<file path="config.mk">
export PLATFORM = sky130hd
export DESIGN_NAME = div_seq
export DESIGN_NICKNAME = d
export VERILOG_FILES = /design/src/rtl/div_seq.sv
export SDC_FILE = /design/constraint.sdc
export NUM_CORES = 1
export LEC_CHECK = 0
export ABC_AREA = 1
export BUFFER_PORTS_ARGS = -buffer_cell sky130_fd_sc_hd__buf_2
export CORE_MARGIN = 2
export CORE_UTILIZATION = 60
export CTS_BUF_LIST = sky130_fd_sc_hd__clkbuf_4
export DETAILED_ROUTE_END_ITERATION = 16
export GPL_ROUTABILITY_DRIVEN = 0
export PLACE_DENSITY = 0.81
export SLEW_MARGIN = 20
export SYNTH_ARGS = -nofsm -noshare
export SYNTH_HDL_FRONTEND = slang
export SYNTH_SLANG_ARGS = --single-unit
</file>
<file path="constraint.sdc">
create_clock -name clk -period 13.7 [get_ports clk]
set_clock_uncertainty 0.15 [all_clocks]
set_input_delay 1.37 -clock clk [delete_from_list [all_inputs] [get_ports clk]]
set_output_delay 1.37 -clock clk [all_outputs]
set_load 0.01 [all_outputs]
</file>
<file path="src/rtl/div_seq.sv">
// -----------------------------------------------------------------------------
// div_seq -- multi-cycle radix-2 restoring divider for DIV/DIVU.
//
// The EX stage raises start_i with the operands, stalls while the divider
// runs, and consumes {remainder, quotient} once ready_o is high.  One quotient
// bit is produced per cycle; signed operation divides magnitudes and fixes
// the signs up on the final iteration.
//
// Ports
//   clk           rising-edge clock
//   rst           synchronous, active-high reset
//   signed_div_i  1 = signed divide (DIV), 0 = unsigned (DIVU)
//   opdata1_i     dividend, sampled only when an operation starts
//   opdata2_i     divisor,  sampled only when an operation starts
//   start_i       request, held high until ready_o is seen
//   annul_i       abort the current operation (pipeline flush)
//   result_o      {remainder, quotient}, meaningful only while ready_o = 1
//   ready_o       result valid
// -----------------------------------------------------------------------------
module div_seq #(
  parameter int WIDTH = 32
) (
  input  logic               clk,
  input  logic               rst,
  input  logic               signed_div_i,
  input  logic [WIDTH-1:0]   opdata1_i,
  input  logic [WIDTH-1:0]   opdata2_i,
  input  logic               start_i,
  input  logic               annul_i,
  output logic [2*WIDTH-1:0] result_o,
  output logic               ready_o
);

  localparam int CNT_W = $clog2(WIDTH + 1);

  typedef enum logic [1:0] {FREE, BYZERO, ON, END} state_t;

  state_t             state;
  logic [CNT_W-1:0]   cnt;
  logic [WIDTH-1:0]   rem;
  // Holds the dividend magnitude; its MSB is consumed each iteration while the
  // new quotient bit enters at the LSB, so after WIDTH steps it is the quotient.
  logic [WIDTH-1:0]   dvd;
  logic [WIDTH-1:0]   dsr;
  logic               neg_quo;
  logic               neg_rem;

  logic [WIDTH:0]     partial;
  logic [WIDTH:0]     diff;
  logic               fits;
  logic [WIDTH-1:0]   rem_nxt;
  logic [WIDTH-1:0]   dvd_nxt;
  logic               last_iter;

  function automatic logic [WIDTH-1:0] negate(input logic [WIDTH-1:0] v);
    return WIDTH'(0) - v;
  endfunction

  // Two's-complement magnitude; the most-negative value maps onto itself,
  // which as an unsigned magnitude is exactly right.
  function automatic logic [WIDTH-1:0] magnitude(input logic [WIDTH-1:0] v,
                                                 input logic             is_signed);
    return (is_signed && v[WIDTH-1]) ? negate(v) : v;
  endfunction

  // Partial remainder is always below 2*divisor, so a WIDTH+1-bit difference
  // has its MSB set exactly when the subtraction would go negative.
  always_comb begin
    partial   = {rem, dvd[WIDTH-1]};
    diff      = partial - {1'b0, dsr};
    fits      = ~diff[WIDTH];
    rem_nxt   = fits ? diff[WIDTH-1:0] : partial[WIDTH-1:0];
    dvd_nxt   = {dvd[WIDTH-2:0], fits};
    last_iter = (cnt == CNT_W'(WIDTH - 1));
  end

  always_ff @(posedge clk) begin
    if (rst) begin
      state    <= FREE;
      ready_o  <= 1'b0;
      result_o <= '0;
      cnt      <= '0;
      neg_quo  <= 1'b0;
      neg_rem  <= 1'b0;
    end else begin
      case (state)
        FREE: begin
          ready_o  <= 1'b0;
          result_o <= '0;
          if (start_i && !annul_i) begin
            if (opdata2_i == '0) begin
              state <= BYZERO;
            end else begin
              state   <= ON;
              cnt     <= '0;
              rem     <= '0;
              dvd     <= magnitude(opdata1_i, signed_div_i);
              dsr     <= magnitude(opdata2_i, signed_div_i);
              neg_quo <= signed_div_i && (opdata1_i[WIDTH-1] ^ opdata2_i[WIDTH-1]);
              neg_rem <= signed_div_i && opdata1_i[WIDTH-1];
            end
          end
        end

        BYZERO: begin
          state   <= END;
          rem     <= '0;
          dvd     <= '0;
          neg_quo <= 1'b0;
          neg_rem <= 1'b0;
        end

        ON: begin
          if (annul_i) begin
            state <= FREE;
            cnt   <= '0;
          end else begin
            cnt <= cnt + CNT_W'(1);
            if (last_iter) begin
              // Signs are applied together with the final quotient bit.
              state <= END;
              rem   <= neg_rem ? negate(rem_nxt) : rem_nxt;
              dvd   <= neg_quo ? negate(dvd_nxt) : dvd_nxt;
            end else begin
              rem <= rem_nxt;
              dvd <= dvd_nxt;
            end
          end
        end

        END: begin
          if (annul_i || !start_i) begin
            state    <= FREE;
            ready_o  <= 1'b0;
            result_o <= '0;
          end else begin
            ready_o  <= 1'b1;
            result_o <= {rem, dvd};
          end
        end

        default: begin
          state <= FREE;
        end
      endcase
    end
  end

endmodule

</file>
==> impl_metrics.toml <==
[outcome]
status = "complete, but fails checks"
violations = "DRC"

[power_and_ir_drop]
p_int_w = 0.00107
p_per_area_nw_per_um2 = 152
pwr-share-comb_pct = 51.0
power_leakage_nw = 6.68
switching_power_w = 0.00106
clkPwrFrac_pct = 14.4
p_seq_share_pct = 34.6
max-vdd-ir-drop_v = 0.000100
netSwitchingFraction_pct = 49.7

[setup_path]
arrival_ns = 5.02
crit_path_start_kind = "flip-flop"
critPathKind = "flip-flop to flip-flop"
r2r_slack_ns = 8.91
required_ns = 13.93
cp-endpoint = "dvd[30]$_DFFE_PP_"
ff2ff_path_depth = 21
worstReg2RegStart = "rem[25]$_SDFFCE_PN0P_"
cp-end-kind = "flip-flop"
worstSetupStartpoint = "rem[25]$_SDFFCE_PN0P_"
worst_r2r_endpoint = "dvd[30]$_DFFE_PP_"
cp_max_fo = 33

[cells_and_area]
seq_area_sq_um = 4380
multiInputGateArea_sq_um = 7190
area_growth_pct = 9.08
fillers = 1881
drive_above_1_share_pct = 13.9
layout.nets = 2155
fin_util_pct = 66.7

[cts]
cts_buffer_depth = 2
htree_levels = 4
clk_latency_ns = 0.63
post_cts_resize_count = 0
cts_root_buffer = "clkbuf_4"
clk_pin_slew_ns = 0.17
cts_hold_buf = 0
post-cts-setup-buffer-count = 0
cts.sink_count = 171
cts_tree = "yes"
cts_buffers = 17

[grt]
overflow = 0
grt_pass1_wl_mm = 56.0
antenna_found_initial = 3
grt_pass1_vias = 11694
grt_start_max_net_pins = 85
track_usage_pct = 31.1

[floorplan]
die_y_microns = 150
dieArea_sq_um = 22600
io_pins = 134
coreArea_sq_um = 21000
initial_core_util_pct = 61.2
rows = 53
fp.dieW_microns = 150

[route]
drtIter0Drc = 1398
routedWlPerCell_microns = 15.2
drcViolationCount = 1
vias = 13076
ant_nets = 0
totalWireLength_mm = 35.4
drt_pre_antenna_iters = 13
vias_per_cell = 5.60

[logic_synthesis]
ys_ff_latch = 171
syn_avg_cell_area_sq_um = 6.67
syn-num-nets = 2042
synthArstFlopShare_pct = 0
synth_ff_type = "edfxtp_1"
synth.area.top_cells = "edfxtp_1 (22%), nand2_1 (17%), dfxtp_1 (12%)"
synth-edff-count = 96
synth_warnings = 0
ys_seq_area_share_pct = 34.1
synth_cells = 1930
synth_top_area_cell = "edfxtp_1"
synthesis.area_sq_um = 12900
synth_cell_type_count = 53
synth_top_area_share_pct = 22.4

[hold_path]
hold_path_class = "flip-flop to flip-flop"

[sta]
drv_slew = 0
max_slew_margin_pct = 39.5
worst-slew-pin-transition_ns = 0.907
fin_crit_sh_pct = 35.0
fin_tns_setup_ns = 0
period_minus_slack_ns = 4.79
max_freq_mhz = 209
hold_viol = 0
setup_viol = 0
rsz0062_at_grt = "false"

[place]
io_buffers = 133
hpwl_mm = 27.0

[job]
maxCapViolations = 0
[how the worst min path moves through the flow]
stage | from | end | slack (ns) | cells past startpoint
after global placement | result_o[50]$_SDFFE_PP0P_ | result_o[50]$_SDFFE_PP0P_ | 0.29 | 2
after detailed placement | result_o[13]$_SDFFE_PP0P_ | result_o[13]$_SDFFE_PP0P_ | 0.30 | 2
final | result_o[33]$_SDFFE_PP0P_ | result_o[33]$_SDFFE_PP0P_ | 0.32 | 2
after CTS | result_o[29]$_SDFFE_PP0P_ | result_o[29]$_SDFFE_PP0P_ | 0.33 | 2
after floorplan | neg_quo$_SDFFE_PP0P_ | neg_quo$_SDFFE_PP0P_ | 0.29 | 2
after global routing | result_o[53]$_SDFFE_PP0P_ | result_o[53]$_SDFFE_PP0P_ | 0.34 | 2
[cells in the mapped netlist, drive strengths merged, types with 11 or more instances]
master,n
buf,11
dfxtp,75
edfxtp,96
xnor2,22
xor2,33
o21bai,11
nor2,200
nand2,639
nand4,24
inv,286
o21ai,87
clkbuf,38
a21oi,156
nor3,37
ha,42
nand3,114
[power by group through the flow]
stage | Combinational, W | Clock [W] | Sequential (W)
finish | 0.00109 | 0.000306 | 0.000735
global route | 0.00121 | 0.000327 | 0.000742
global placement | 0.00103 | 0 | 0.000740
floorplan | 0.000845 | 0 | 0.000721
detailed placement | 0.00106 | 0 | 0.000743
CTS | 0.00106 | 0.000309 | 0.000731
[worst max-delay path, cell delays in order (launching register included)]
cell and delay [ns]:
edfxtp_1 0.50, ha_1 0.38, nand2_1 0.15, nor2_1 0.10
nand2_1 0.14, inv_1 0.09, a21oi_4 0.27, nand3_2 0.21
nand2_4 0.35, ha_1 0.25, inv_1 0.06, nor2_1 0.14
nand2_1 0.11, nor2_1 0.35, nand2_1 0.12, nor3_1 0.26
nand4_1 0.18, nand2_1 0.14, o21ai_0 0.20, nor3_1 0.17
nand3b_1 0.13, nand2_1 0.07
[routing by layer]
| metal | vias to the layer above | share of wire (%) | global-route usage [%] |
|---|---|---|---|
| met1 | 5883 | 43 | 42.0 |
| met5 | - | 0 | 0 |
| met4 | 0 | 3.5 | 12.3 |
| met2 | 667 | 46 | 50.9 |
| met3 | 105 | 8.2 | 3.91 |
| li1 | 6421 | - | - |
[final cells by class]
type / count / area share [%]
Clock inverter: 14 / 1.10
Clock buffer: 18 / 0.963
Inverter: 287 / 7.68
Antenna cell: 3 / 0.0535
Sequential cell: 171 / 31.2
Timing Repair Buffer: 143 / 5.28
Tap cell: 275 / 2.45
Multi-Input combinational cell: 1423 / 51.2
[layout by cell type, fill, tap and decap left out, types with 4 or more instances in the layout]
| master | n |
|---|---|
| nand2_1 | 592 |
| inv_1 | 274 |
| nor2_1 | 185 |
| a21oi_1 | 149 |
| buf_2 | 133 |
| nand3_1 | 102 |
| edfxtp_1 | 96 |
| o21ai_0 | 78 |
| dfxtp_1 | 75 |
| ha_1 | 41 |
| nor3_1 | 34 |
| nand2_2 | 33 |
| xor2_1 | 33 |
| nand4_1 | 24 |
| xnor2_1 | 22 |
| clkbuf_4 | 18 |
| nand2_4 | 13 |
| inv_2 | 12 |
| nor2_2 | 11 |
| o21bai_1 | 11 |
| nand3_2 | 10 |
| buf_4 | 10 |
| nand3b_1 | 9 |
| or2_2 | 8 |
| nor4_1 | 7 |
| a21oi_2 | 6 |
| o21ai_1 | 6 |
| o22ai_1 | 5 |
| inv_8 | 5 |
| nor2_4 | 4 |
| o211ai_1 | 4 |
| a31oi_1 | 4 |
| o31ai_1 | 4 |
[stage by stage]
stage	cell area [sq um]	worst slack (ns)	std cells	hold WS (ns)	power (W)
floorplan	12900	4.28	1930	0.290	0.00157
global placement	13700	9.03	2299	0.294	0.00177
detailed placement	13700	8.90	2299	0.302	0.00180
CTS	14000	9.01	2331	0.325	0.00210
global route	14000	8.50	2334	0.340	0.00228
finish	14000	8.91	2334	0.322	0.00213
[cell families (layout without fill, tap and decap cells)]
logic type | after synthesis | in the layout | synth area share (%)
simple gates | 1046 | 1046 | 35.8
buf+inv | 336 | 462 | 10.2
compound gates | 279 | 279 | 11.9
flops | 171 | 171 | 34.1
xor+xnor | 55 | 55 | 3.74
fa+ha+maj | 43 | 43 | 4.24
other cells | 0 | 3 | 0
[registers in the layout (all words and copies together) (netlist names)]
| signal | count |
|---|---|
| result_o | 64 |
| dsr | 32 |
| dvd | 32 |
| rem | 32 |
| cnt | 6 |
| state | 2 |
| neg_quo | 1 |
| neg_rem | 1 |
| ready_o | 1 |
Note: power is estimated with default switching activity, not from simulation.
